==> config.mk <==
export PLATFORM = sky130hd
export DESIGN_NAME = rr_mux_n
export DESIGN_NICKNAME = d
export VERILOG_FILES = /design/src/rtl/mux_pkg.sv /design/src/rtl/rr_arbiter.sv /design/src/rtl/rr_mux_n.sv
export SDC_FILE = /design/constraint.sdc
export NUM_CORES = 1
export LEC_CHECK = 0
export BUFFER_PORTS_ARGS = -buffer_cell sky130_fd_sc_hd__buf_2
export CAP_MARGIN = 20
export CORE_MARGIN = 2
export CORE_UTILIZATION = 50
export CTS_CLUSTER_DIAMETER = 40
export DETAILED_ROUTE_END_ITERATION = 16
export PLACE_DENSITY = 0.84
export SYNTH_ARGS = -nofsm -noshare
export SYNTH_HDL_FRONTEND = slang
export SYNTH_SLANG_ARGS = --single-unit
export TNS_END_PERCENT = 50
==> constraint.sdc <==
create_clock -name clk -period 3 [get_ports clk]
set_input_delay 0.75 -clock clk [delete_from_list [all_inputs] [get_ports clk]]
set_output_delay 0.75 -clock clk [all_outputs]
set_load 0.02 [all_outputs]
==> src/rtl/mux_pkg.sv <==
// Shared definitions for the registered N:1 round-robin / fixed-select mux.
package mux_pkg;

  localparam logic MODE_RR    = 1'b0;
  localparam logic MODE_FIXED = 1'b1;

  // Index width for n items. Returns 1 when n <= 2, so a port never ends up zero width.
  function automatic int clog2(input int n);
    int r;
    r = 1;
    while ((1 << r) < n) r++;
    return r;
  endfunction

endpackage

==> src/rtl/rr_arbiter.sv <==
// Combinational rotating-priority arbiter: grants the first requester after ptr, wrapping.
module rr_arbiter
  import mux_pkg::*;
#(
  parameter int N_CH  = 8,
  parameter int SEL_W = clog2(N_CH)
) (
  input  logic [N_CH-1:0]  req,
  input  logic [SEL_W-1:0] ptr,
  output logic [N_CH-1:0]  gnt,
  output logic [SEL_W-1:0] gnt_idx,
  output logic             gnt_any
);

  logic [N_CH-1:0] req_hi;
  logic [N_CH-1:0] pick;

  // Requests above ptr win first. If there are none, scanning wraps to the lowest requester.
  always_comb begin
    req_hi = '0;
    for (int i = 0; i < N_CH; i++)
      req_hi[i] = req[i] && (i > int'(ptr));
    pick = (|req_hi) ? req_hi : req;

    gnt     = '0;
    gnt_idx = '0;
    for (int i = N_CH - 1; i >= 0; i--) begin
      if (pick[i]) begin
        gnt     = '0;
        gnt[i]  = 1'b1;
        gnt_idx = SEL_W'(i);
      end
    end
    gnt_any = |req;
  end

endmodule

==> src/rtl/rr_mux_n.sv <==
// Registered N:1 stream mux with per-channel valid/ready handshakes.
// The selection mode is round-robin or fixed-select.
module rr_mux_n
  import mux_pkg::*;
#(
  parameter int N_CH   = 8,
  parameter int DATA_W = 8,
  parameter int SEL_W  = clog2(N_CH)
) (
  input  logic                   clk,
  input  logic                   rst_n,
  input  logic                   mode,
  input  logic [SEL_W-1:0]       sel,
  input  logic [N_CH-1:0]        in_valid,
  output logic [N_CH-1:0]        in_ready,
  input  logic [N_CH*DATA_W-1:0] in_data,
  output logic                   out_valid,
  input  logic                   out_ready,
  output logic [DATA_W-1:0]      out_data,
  output logic [SEL_W-1:0]       out_ch
);

  logic [N_CH-1:0][DATA_W-1:0] ch_data;
  logic [SEL_W-1:0]            rr_ptr;

  logic [N_CH-1:0]  rr_gnt;
  logic [SEL_W-1:0] rr_idx;
  logic             rr_any;

  logic [N_CH-1:0]  fx_gnt;
  logic             fx_any;

  logic [N_CH-1:0]  gnt;
  logic [SEL_W-1:0] gnt_idx;
  logic             gnt_any;
  logic             load;
  logic [DATA_W-1:0] win_data;

  assign ch_data = in_data;
  assign load    = !out_valid || out_ready;

  rr_arbiter #(
    .N_CH  (N_CH),
    .SEL_W (SEL_W)
  ) u_arb (
    .req     (in_valid),
    .ptr     (rr_ptr),
    .gnt     (rr_gnt),
    .gnt_idx (rr_idx),
    .gnt_any (rr_any)
  );

  // Fixed select compares sel with each channel number. A sel value of N_CH or more
  // matches no channel, so no grant is issued.
  for (genvar i = 0; i < N_CH; i++) begin : g_fx
    assign fx_gnt[i] = in_valid[i] && (sel == SEL_W'(i));
  end
  assign fx_any = |fx_gnt;

  always_comb begin
    if (mode == MODE_FIXED) begin
      gnt     = fx_gnt;
      gnt_idx = sel;
      gnt_any = fx_any;
    end else begin
      gnt     = rr_gnt;
      gnt_idx = rr_idx;
      gnt_any = rr_any;
    end
  end

  // gnt is one-hot, so an AND-OR mux is enough and it avoids indexing by a variable.
  always_comb begin
    win_data = '0;
    for (int i = 0; i < N_CH; i++)
      win_data = win_data | (ch_data[i] & {DATA_W{gnt[i]}});
  end

  // Holding rst_n low keeps every input channel back. The handshake then starts cleanly
  // after reset is released.
  assign in_ready = gnt & {N_CH{load & rst_n}};

  always_ff @(posedge clk or negedge rst_n) begin
    if (!rst_n) begin
      out_valid <= 1'b0;
      out_data  <= '0;
      out_ch    <= '0;
      rr_ptr    <= SEL_W'(N_CH - 1);
    end else if (load) begin
      if (gnt_any) begin
        out_valid <= 1'b1;
        out_data  <= win_data;
        out_ch    <= gnt_idx;
        rr_ptr    <= gnt_idx;
      end else begin
        out_valid <= 1'b0;
      end
    end
  end

  a_ready_onehot: assert property (@(posedge clk) disable iff (!rst_n) $onehot0(in_ready));

  a_stall_hold: assert property (@(posedge clk) disable iff (!rst_n)
    (out_valid && !out_ready) |=> (out_valid && $stable(out_data) && $stable(out_ch)));

endmodule

==> metrics.md, run 1 <==
| Metric | Value |
|---|---|
| Clk slew on worst S/H paths | 70 ps |
| Clock Tree Buf Depth | 2 |
| Distinct cells, synth | 64 |
| Hpwl dp | 6840 um |
| EDFF count, synth | 0 |
| Slew Viols, Final | 0 |
| Via density | 6.73 |
| Antenna diode count | 0 |
| Fraction of layout cells with a size suffix above 1 | 0.449 |
| Routed WL | 9300 um |
| DR WL/cell | 19.2 um |
| Peak Freq | 332 MHz |
| Failing checks | setup timing |
| Clk root buf | clkbuf_8 |
| Area delta synth->final | 35.5% |
| Rel. slew slack | 0.513 |
| Worst VDD drop | 0.231 mV |
| Hold Crit Class | in2async |
| CTS tree | built |
| Vias | 3256 |
| Tmin final | 3010 ps |
| Fillers | 396 |
| Hold slack | 448 ps |
| Max H-tree Level | 1 |
| DRT Pass-1 Iters | 10 |
| Largest net degree at the start of global routing | 19 |
| DRC Markers | 0 |
| RR Startpoint | rr_ptr[0] |
| P_int | 0.793 mW |
| Layout Nets | 510 |
| Final hold violations | 0 |
| Initial antenna violation count | 0 |
| YS warnings | 0 |
| Cells after Synth | 309 |
| Worst Tran Pin Value | 731 ps |
| Combinational share of power | 0.664 |
| Die X | 73.5 um |
| Top post-synthesis cells by area | dfrtp_1 12%, nor2_1 6.5%, a221oi_2 5.0% |
| Mapped cell area | 2410 um^2 |
| Worst Setup SP | rr_ptr[1] |
| Tcrit/Tclk final | 1.00 |
| IO Pins | 99 |
| Initial DRC count | 443 |
| Critical Path Sink Type | primary output |
| Overflow after GRT | 0 |
| Switch share | 0.464 |
| Crit path arrival time | 2260 ps |
| Pwr Total | 1.48 mW |
| R2R depth | 9 |
| Top_reg_cell synth | dfrtp_1 |
| Run status | finished, violations left |
| Cell row count | 25 |
| Yosys reg bits | 15 |
| Die outline height | 73.5 um |
| Power density over the cells | 452 nW/um^2 |
| Highest metal used | met4 |
| Async SR Flop Fraction | 1.00 |
| Sequential Power Share | 0.214 |
| Switching power | 0.685 mW |
| Total track usage | 0.326 |
| Syn nets | 388 |
| Cts-stage hold buffer count | 0 |
| Initial Util | 0.515 |
| PortBufs | 98 |
| Required @ worst endpoint | 2250 ps |
| WL met3 | 974 um |
| # clock sinks | 15 |
| Sequential area share after synthesis | 0.157 |
| Avg Cell Area, Syn | 7.81 um^2 |
| Die ar. | 5400 um^2 |
| Leakage | 1.42 nW |
| Met2 WL | 4250 um |
| Post-synth top area share | 0.124 |
| Clock skew | 3.63 ps |
| CP Class | reg2out |
| Max_cap viols | 0 |
| Core ar. | 4690 um^2 |
| Vias in the first global route | 2907 |
| Final setup fails | 4 |
| Wl on met1 | 3880 um |
| Startpoint type of the worst setup path | register |
| Global-route wire length before repair | 13800 um |
| GP Congestion | 0.950 |
| Reg2reg setup slack | 460 ps |
| Final worst slack | -12.1 ps |
| R2r endpoint | out_data[0] |
| Worst-Skew Late Latency | 260 ps |
| RSZ-0062 raised after global routing | yes |
| Pre-CTS WS | 3.42 ps |
| Synth area leader | dfrtp_1 |
| Clock Power Share | 0.122 |
| CTS buffer count | 3 |
| Antenna-violating nets left | 0 |
| Critical path peak fanout | 5 |
worst max-delay path, stage by stage (launching register included):
cell	delay (ps)
dfstp_2	580
and2b_2	260
o221ai_4	270
a31oi_2	120
o21a_1	250
buf_6	150
a31oi_1	130
nor2_1	70
buf_4	170
state kept, by name (all words and copies together), names as in the netlist:
| name | cells |
|---|---|
| rr_ptr | 3 |
| out_valid | 1 |
| out_data | 8 |
| out_ch | 3 |
power groups by stage:
stage,registers [mW],clock network (mW),logic [mW]
after global placement,0.336,0,0.822
after detailed placement,0.341,0,0.832
after global routing,0.322,0.181,1.06
after CTS,0.319,0.178,0.883
final,0.316,0.181,0.981
after floorplan,0.373,0,0.548
metrics by stage:
stage	util	setup TNS [ps]	cells	cell area, um^2
after CTS	0.663	0	477	3110
after global routing	0.697	-469	484	3270
after floorplan	-	-37.0	309	2420
after global placement	0.645	0	468	3030
after detailed placement	0.645	0	468	3030
final	0.697	-30.0	484	3270
cell families (layout without fill, tap and decap cells):
group / Yosys count / after routing / synth area share
flops: 15 / 15 / 0.157
buf+inv: 29 / 150 / 0.0876
mux: 2 / 2 / 0.0140
compound gates: 108 / 108 / 0.378
simple gates: 155 / 155 / 0.364
cell type report:
type                            instances  area (um^2)  share of cell area
Clock buffer                            3         41.3              0.0126
Multi-Input combinational cell        265         1900               0.581
Timing Repair Buffer                  143          866               0.265
Inverter                                3         11.3             0.00344
Tap cell                               54         67.6              0.0207
Clock inverter                          1         5.00             0.00153
Sequential cell                        15          379               0.116
synth_stat cells, types with 10 or more instances:
master and n:
a21oi_1 13, a221oi_1 10, a31oi_1 11, and2_1 16, buf_6 10, dfrtp_1 12
nand2_1 22, nand3_1 11, nand3b_1 10, nand4_1 16, nor2_1 42, o211ai_1 11
o21ai_0 13
worst max path at each step:
stage,slack (ps),end,cells after the start
after floorplan,-40,in_ready[2],9
after global placement,10,in_ready[6],9
after detailed placement,3,in_ready[6],9
after CTS,2,in_ready[6],9
after global routing,-100,in_ready[5],9
final,-10,in_ready[5],8
cell usage in the layout (no fill, tap or decap), drive strengths merged, types with 4 or more instances in the layout:
master,count
nand2,22
a221o,8
o211ai,11
nor3,5
a21oi,13
a31oi,11
buf,143
nand4,16
a211o,8
nor2,43
dfrtp,12
o21ai,15
a222oi,7
and3,6
and2,18
nor2b,4
nand3,12
nand3b,10
a221oi,18
timing repair:
item	4_1_cts	5_1_grt
hold endpoints to repair	0	0
pin swaps	0	13
resized for setup	0	27
setup endpoints to repair	5	6
setup buffers	5	7
metal layers:
metal  global-route usage  up-vias
met3               0.0370       38
met4                0.121        0
met1                0.463     1507
li1                     -     1465
met5                    0        -
met2                0.506      246
Power figures use the tool's default switching activity.
==> run 2, diff against run 1 <==
--- a/config.mk
+++ b/config.mk
@@ -8,11 +8,12 @@
 export BUFFER_PORTS_ARGS = -buffer_cell sky130_fd_sc_hd__buf_2
 export CAP_MARGIN = 20
 export CORE_MARGIN = 2
-export CORE_UTILIZATION = 50
+export CORE_UTILIZATION = 49
 export CTS_CLUSTER_DIAMETER = 40
 export DETAILED_ROUTE_END_ITERATION = 16
-export PLACE_DENSITY = 0.84
+export PLACE_DENSITY = 0.83
 export SYNTH_ARGS = -nofsm -noshare
 export SYNTH_HDL_FRONTEND = slang
+export SYNTH_HIERARCHICAL = 1
 export SYNTH_SLANG_ARGS = --single-unit
 export TNS_END_PERCENT = 50
==> metrics.md, run 2 <==
| Metric | Value |
|---|---|
| Final hold violations | 0 (unchanged) |
| GP Congestion | 0.972 (+2.3%) |
| Top post-synthesis cells by area | dfrtp_1 13%, a22oi_1 11%, nand2_1 7.6% |
| Dpl cell area | 3060 um^2 (+0.99%) |
| Slew Viols, Final | 0 (unchanged) |
| DR WL/cell | 20.3 um (+5.4%) |
| DRT Pass-1 Iters | 6 (-4) |
| Post-synth top area share | 0.130 (+0.00559) |
| # clock sinks | 15 (unchanged) |
| Failing checks | setup timing |
| Sequential area share after synthesis | 0.164 (+0.00705) |
| DRC Markers | 0 (unchanged) |
| Cells after Synth | 288 (-6.8%) |
| Clk slew on worst S/H paths | 60 ps (about the same) |
| Critical Path Sink Type | primary output |
| Vias | 3153 (-3.2%) |
| Yosys reg bits | 15 (unchanged) |
| Clock skew | 4.10 ps (+0.466 ps) |
| Wl on met1 | 3560 um (-8.3%) |
| Die X | 72.7 um (-1.1%) |
| PortBufs | 98 (unchanged) |
| Worst VDD drop | 0.513 mV (+120%) |
| Clock Tree Buf Depth | 2 (unchanged) |
| EDFF count, synth | 0 (unchanged) |
| Die ar. | 5280 um^2 (-2.2%) |
| Hpwl dp | 6660 um (-2.5%) |
| Leakage | 1.55 nW (+8.7%) |
| Largest net degree at the start of global routing | 16 (-3) |
| Worst-Skew Late Latency | 250 ps (about the same) |
| Pwr Total | 2.29 mW (+55%) |
| Max_cap viols | 0 (unchanged) |
| Util after Layout | 0.775 (+0.0780) |
| Via density | 6.75 (+0.36%) |
| Commonest cells after routing, fill and taps aside | 88 x buf_2, 47 x buf_4, 43 x nand2_1 |
| Cell Count, Final, Fillers Out | 467 (-3.5%) |
| Routed WL | 9460 um (+1.7%) |
| Vias in the first global route | 2923 (+0.55%) |
| IO Pins | 99 (unchanged) |
| Antenna-violating nets left | 0 (unchanged) |
| Cell row count | 24 (-4.0%) |
| Distinct cells, synth | 55 (-14%) |
| Final worst slack | -99.8 ps (-87.7 ps) |
| Critical path peak fanout | 4 (-1) |
| Design Area, Final | 3450 um^2 (+5.3%) |
| Rel. slew slack | 0.422 (-0.0904) |
| Highest metal used | met4 |
| Max H-tree Level | 1 (unchanged) |
| CTS tree | built |
| Avg Cell Area, Syn | 8.02 um^2 (+2.7%) |
| Worst Tran Pin Value | 862 ps (+132 ps) |
| Tmin final | 3100 ps (+87.7 ps) |
| CTS buffer count | 3 (unchanged) |
| Area delta synth->final | 49.1% |
| Most common cell after layout, fill and taps aside | buf_2 |
| Synth area leader | dfrtp_1 |
| RSZ-0062 raised after global routing | yes |
| Largest reg by FF count | out_data |
| Hold slack | 463 ps (+14.9 ps) |
| CP Class | reg2out |
| Initial Util | 0.520 (+0.00532) |
| Antenna diode count | 0 (unchanged) |
| Die outline height | 72.7 um (-1.1%) |
| Core ar. | 4440 um^2 (-5.3%) |
| Crit path arrival time | 2350 ps (+90 ps) |
| Required @ worst endpoint | 2250 ps (about the same) |
| Startpoint type of the worst setup path | register |
| YS warnings | 6 (+6) |
| WL met3 | 954 um (-2.1%) |
| Reg2reg setup slack | 150 ps (-310 ps) |
| Mapped cell area | 2310 um^2 (-4.3%) |
| Setup TNS | -358 ps (-328 ps) |
| Syn nets | 367 (-5.4%) |
| Met2 WL | 4550 um (+7.1%) |
| Global-route wire length before repair | 14500 um (+4.8%) |
| Layout Nets | 495 (-2.9%) |
| Placed Cells | 452 (-3.4%) |
| Largest regs | out_data: 8 flops, out_ch: 3 flops, rr_ptr: 3 flops |
| RR Startpoint | rr_ptr[2] |
| Power density over the cells | 666 nW/um^2 (+47%) |
| Peak Freq | 323 MHz (-2.8%) |
| Run status | finished, violations left |
| Fillers | 298 (-25%) |
| Initial DRC count | 465 (+5.0%) |
| Top_reg_cell synth | dfrtp_1 |
| Final setup fails | 7 (+3) |
| Initial antenna violation count | 1 (+1) |
| R2R depth | 11 (+2) |
| Number of flip-flops in the largest register | 8 (unchanged) |
| Pre-CTS WS | -279 ps (-282 ps) |
| Hold Crit Class | in2async |
| Fraction of layout cells with a size suffix above 1 | 0.520 (+0.0716) |
| R2r endpoint | out_data[1] |
| Async SR Flop Fraction | 1.00 (unchanged) |
| Overflow after GRT | 0 (unchanged) |
| Most common library cells after synthesis | 47 x nand2_1, 33 x a22oi_1, 16 x a221oi_1, 16 x o22ai_1, 15 x a21oi_1 |
| Most common cell in the netlist | nand2_1 |
| Total track usage | 0.354 (+0.0274) |
| Clk root buf | clkbuf_8 |
| Tcrit/Tclk final | 1.03 (+0.0292) |
[run 2: power by group]
part	leakage (nW)	switching, mW	internal [mW]
registers	0.178	0.0718	0.313
logic	1.34	0.926	0.826
clock network	0.0228	0.0627	0.0938
total	1.55	1.06	1.23
[run 2: cells by family after synthesis]
family / Yosys count / synth area share
buffers and inverters: 35 / 0.0931
and+or+nand+nor: 108 / 0.266
muxes: 18 / 0.103
AOI/OAI and AO/OA: 112 / 0.374
DFF: 15 / 0.164
[run 2: timing repair]
| action | 4_1_cts | 5_1_grt |
|---|---|---|
| resized for setup | 51 | 10 |
| endpoints found under the setup margin | 7 | 7 |
| buffers inserted | 10 | 1 |
| pin swaps | 19 | 9 |
| hold buffers | 0 | 0 |
[run 2: worst max-delay path, cell delays in order (launching register included)]
cell,delay (ps)
dfstp_2,570
buf_6,120
nand2b_4,60
o311ai_4,240
a21boi_4,270
nand3_2,130
nor4_4,300
nand2_2,110
a21oi_4,160
buf_6,140
[run 2: worst max path at each step]
| stage | startpoint | to | slack [ps] | cells after the start |
|---|---|---|---|---|
| after global routing | rr_ptr[0] | in_ready[6] | -160 | 8 |
| after detailed placement | in_valid[7] | in_ready[4] | -280 | 9 |
| after global placement | in_valid[7] | in_ready[4] | -260 | 9 |
| after CTS | in_valid[3] | in_ready[5] | -30 | 9 |
| final | rr_ptr[2] | in_ready[6] | -100 | 9 |
| after floorplan | in_valid[7] | in_ready[5] | 30 | 9 |
[run 2: final cells by class]
| class | instances | area (um^2) | area share |
|---|---|---|---|
| flip-flops and latches | 15 | 379 | 0.110 |
| multi-input cells | 238 | 1970 | 0.573 |
| clock buffers | 4 | 45.0 | 0.0131 |
| inverters | 11 | 41.3 | 0.0120 |
| repair buffers | 147 | 941 | 0.273 |
| well taps | 52 | 65.1 | 0.0189 |
[run 2: per-layer routing]
layer,up-vias,GRT usage
met5,-,0
met4,0,0.179
met3,49,0.0566
met2,266,0.574
met1,1454,0.454
li1,1384,-
==> run 3, diff against run 2 <==
--- a/config.mk
+++ b/config.mk
@@ -5,13 +5,15 @@
 export SDC_FILE = /design/constraint.sdc
 export NUM_CORES = 1
 export LEC_CHECK = 0
+export ABC_AREA = 1
 export BUFFER_PORTS_ARGS = -buffer_cell sky130_fd_sc_hd__buf_2
 export CAP_MARGIN = 20
 export CORE_MARGIN = 2
-export CORE_UTILIZATION = 49
+export CORE_UTILIZATION = 46
 export CTS_CLUSTER_DIAMETER = 40
 export DETAILED_ROUTE_END_ITERATION = 16
-export PLACE_DENSITY = 0.83
+export PLACE_DENSITY = 0.82
+export RECOVER_POWER = 25
 export SYNTH_ARGS = -nofsm -noshare
 export SYNTH_HDL_FRONTEND = slang
 export SYNTH_HIERARCHICAL = 1
==> metrics.md, run 3 <==
| Metric | Value |
|---|---|
| Clock Power Share | 0.122 (+0.054) |
| Vias in the first global route | 2074 (-29%) |
| Sequential area share after synthesis | 0.198 (+0.0335) |
| Final hold violations | 0 (unchanged) |
| Fraction of layout cells with a size suffix above 1 | 0.410 (-0.111) |
| Die ar. | 4710 um^2 (-11%) |
| DR WL/cell | 12.5 um (-38%) |
| EDFF count, synth | 0 (unchanged) |
| Layout Nets | 522 (+5.5%) |
| DRT Pass-1 Iters | 4 (-2) |
| R2R depth | 20 (+9) |
| CTS tree | built |
| Overflow after GRT | 0 (unchanged) |
| Avg Cell Area, Syn | 5.80 um^2 (-28%) |
| Tmin final | 3060 ps (-42.5 ps) |
| YS warnings | 6 (unchanged) |
| Failing checks | setup timing |
| CTS buffer count | 3 (unchanged) |
| Initial Util | 0.480 (-0.0402) |
| Distinct cells, synth | 30 (-45%) |
| Most common cell in the netlist | nand2_1 |
| Clk slew on worst S/H paths | 60 ps (about the same) |
| Cell Count, Final, Fillers Out | 492 (+5.4%) |
| Post-synth top area share | 0.243 (+0.113) |
| Vias | 2472 (-22%) |
| Area delta synth->final | 39.5% |
| Final worst slack | -57.3 ps (+42.5 ps) |
| Hpwl dp | 4850 um (-27%) |
| Syn nets | 410 (+12%) |
| DRC Markers | 0 (unchanged) |
| IO Pins | 99 (unchanged) |
| Cts-stage hold buffer count | 0 (unchanged) |
| Combinational share of power | 0.632 (-0.132) |
| Switch share | 0.464 (+0.00195) |
| RSZ-0062 raised after global routing | yes |
| Critical path peak fanout | 6 (+2) |
| P_int | 0.690 mW (-44%) |
| Largest net degree at the start of global routing | 21 (+5) |
| Max H-tree Level | 1 (unchanged) |
| Leakage | 1.61 nW (+4.1%) |
| Via density | 5.02 (-26%) |
| Peak Freq | 327 MHz (+1.4%) |
| Core ar. | 4000 um^2 (-10%) |
| Pre-CTS WS | -0.168 ps (+278 ps) |
| Top post-synthesis cells by area | nand2_1 24%, nand3_1 16%, dfrtp_1 16% |
| Top_reg_cell synth | dfrtp_1 |
| Worst Tran Pin Value | 426 ps (-436 ps) |
| Global-route wire length before repair | 9040 um (-38%) |
| Power density over the cells | 481 nW/um^2 (-28%) |
| Die outline height | 68.6 um (-5.6%) |
| Hold Crit Class | in2async |
| Sequential Power Share | 0.246 (+0.078) |
| Critical Path Sink Type | primary output |
| Number of flip-flops in the largest register | 8 (unchanged) |
| Routed WL | 6130 um (-35%) |
| Clock Tree Buf Depth | 2 (unchanged) |
| Max_cap viols | 0 (unchanged) |
| Most common library cells after synthesis | 124 x nand2_1, 63 x nand3_1, 37 x nor2_1 |
| CP Class | reg2out |
| Rel. slew slack | 0.715 (+0.293) |
| Clk root buf | clkbuf_8 |
| Synth area leader | nand2_1 |
| Tcrit/Tclk final | 1.02 (-0.0142) |
| R2r endpoint | out_data[1] |
| # clock sinks | 15 (unchanged) |
| Fillers | 374 (+26%) |
| GP Congestion | 0.914 (-5.9%) |
| Final setup fails | 6 (-1) |
| Async SR Flop Fraction | 1.00 (unchanged) |
| Largest reg by FF count | out_data |
| Clock skew | 2.68 ps (-1.42 ps) |
| Cell row count | 23 (-4.2%) |
| Mapped cell area | 1920 um^2 (-17%) |
| Run status | finished, violations left |
| Antenna-violating nets left | 0 (unchanged) |
| Die X | 68.6 um (-5.6%) |
| Crit path arrival time | 2310 ps (-40 ps) |
| Worst-Skew Late Latency | 240 ps (about the same) |
| Initial antenna violation count | 0 (-1) |
| Yosys reg bits | 15 (unchanged) |
| Total track usage | 0.250 (-0.104) |
| Cells after Synth | 331 (+15%) |
| Initial DRC count | 130 (-72%) |
| Placed Cells | 478 (+5.8%) |
| Startpoint type of the worst setup path | register |
| Worst VDD drop | 0.229 mV (-55%) |
| Required @ worst endpoint | 2250 ps (about the same) |
| RR Startpoint | rr_ptr[2] |
| Antenna diode count | 0 (unchanged) |
| Slew Viols, Final | 0 (unchanged) |
| Switching power | 0.598 mW (-44%) |
| Most common cell after layout, fill and taps aside | nand2_1 |
| PortBufs | 98 (unchanged) |
| Largest regs | out_data: 8 flops, out_ch: 3 flops, rr_ptr: 3 flops |
| Reg2reg setup slack | 350 ps (+200 ps) |
| Commonest cells after routing, fill and taps aside | 120 x nand2_1, 94 x buf_2, 59 x nand3_1 |
run 3: cell count changes after synthesis, sizes merged, moves of 11 or more:
cell | before | now
a21oi | 16 | 1
nand3 | 11 | 65
nor2 | 13 | 49
nand2 | 47 | 139
o22ai | 16 | 0
mux2 | 16 | 0
a22oi | 33 | 0
a221oi | 16 | 0
inv | 11 | 22
run 3: cell families (layout without fill, tap and decap cells):
| family | count (synthesis) | count (layout) | share of synthesized area |
|---|---|---|---|
| mux | 3 | 3 | 0.0156 |
| compound gates | 12 | 12 | 0.0580 |
| buf+inv | 34 | 145 | 0.0847 |
| flops | 15 | 15 | 0.198 |
| simple gates | 267 | 267 | 0.644 |
run 3: routing by layer:
layer | share of wire | track usage | vias up
met5 | 0 | 0 | -
met4 | 0.022 | 0.0925 | 0
met3 | 0.050 | 0.0162 | 14
met2 | 0.50 | 0.435 | 96
met1 | 0.42 | 0.321 | 1086
li1 | - | - | 1276
run 3: through the flow:
step | hold slack, ps | total power [mW] | setup TNS [ps] | utilization | cell area [um^2]
final | 450 | 1.29 | -211 | 0.669 | 2680
after detailed placement | 462 | 1.02 | -0.168 | 0.621 | 2480
after global routing | 463 | 1.39 | -907 | 0.669 | 2680
after CTS | 450 | 1.24 | -8.04 | 0.654 | 2620
after global placement | 457 | 1.00 | 0 | 0.621 | 2480
after floorplan | 454 | 0.809 | 0 | - | 1920
run 3: worst max path at each step:
stage | start | end | slack, ps | cells after the start
after floorplan | in_valid[1] | in_ready[5] | 140 | 14
after global placement | in_valid[1] | in_ready[5] | 100 | 15
after detailed placement | in_valid[3] | in_ready[7] | -0.2 | 15
after CTS | rr_ptr[2] | in_ready[7] | -8 | 15
after global routing | rr_ptr[1] | in_ready[7] | -170 | 15
final | rr_ptr[2] | in_ready[7] | -60 | 15
run 3: critical path: stages (launching register included):
cell,delay [ps]
dfstp_2,610
nand2_2,80
nand2_2,100
nand2_2,80
nor2_4,140
nand2_4,90
inv_8,100
nand2_4,50
nand2_4,80
nor2_4,50
nand3_4,90
nor2_2,40
or2_1,230
nand2_1,90
nor2_1,50
buf_4,170
run 3: area by class of cell:
type | count | area (um^2) | share of cell area
Clock buffer | 4 | 45.0 | 0.0168
Inverter | 22 | 95.1 | 0.0355
Multi-Input combinational cell | 282 | 1440 | 0.537
Sequential cell | 15 | 379 | 0.142
Tap cell | 50 | 62.6 | 0.0234
Timing Repair Buffer | 119 | 658 | 0.246
run 3: power groups by stage:
stage	clock network (mW)	logic, mW	registers [mW]
finish	0.157	0.814	0.317
global route	0.171	0.894	0.328
CTS	0.164	0.764	0.316
detailed placement	0	0.703	0.315
global placement	0	0.691	0.311
floorplan	0	0.446	0.363
run 3: timing repair:
action                     4_1_cts  5_1_grt
pin swaps                        5        6
buffers inserted                 5        5
resized for setup               13        7
setup endpoints to repair        6        7
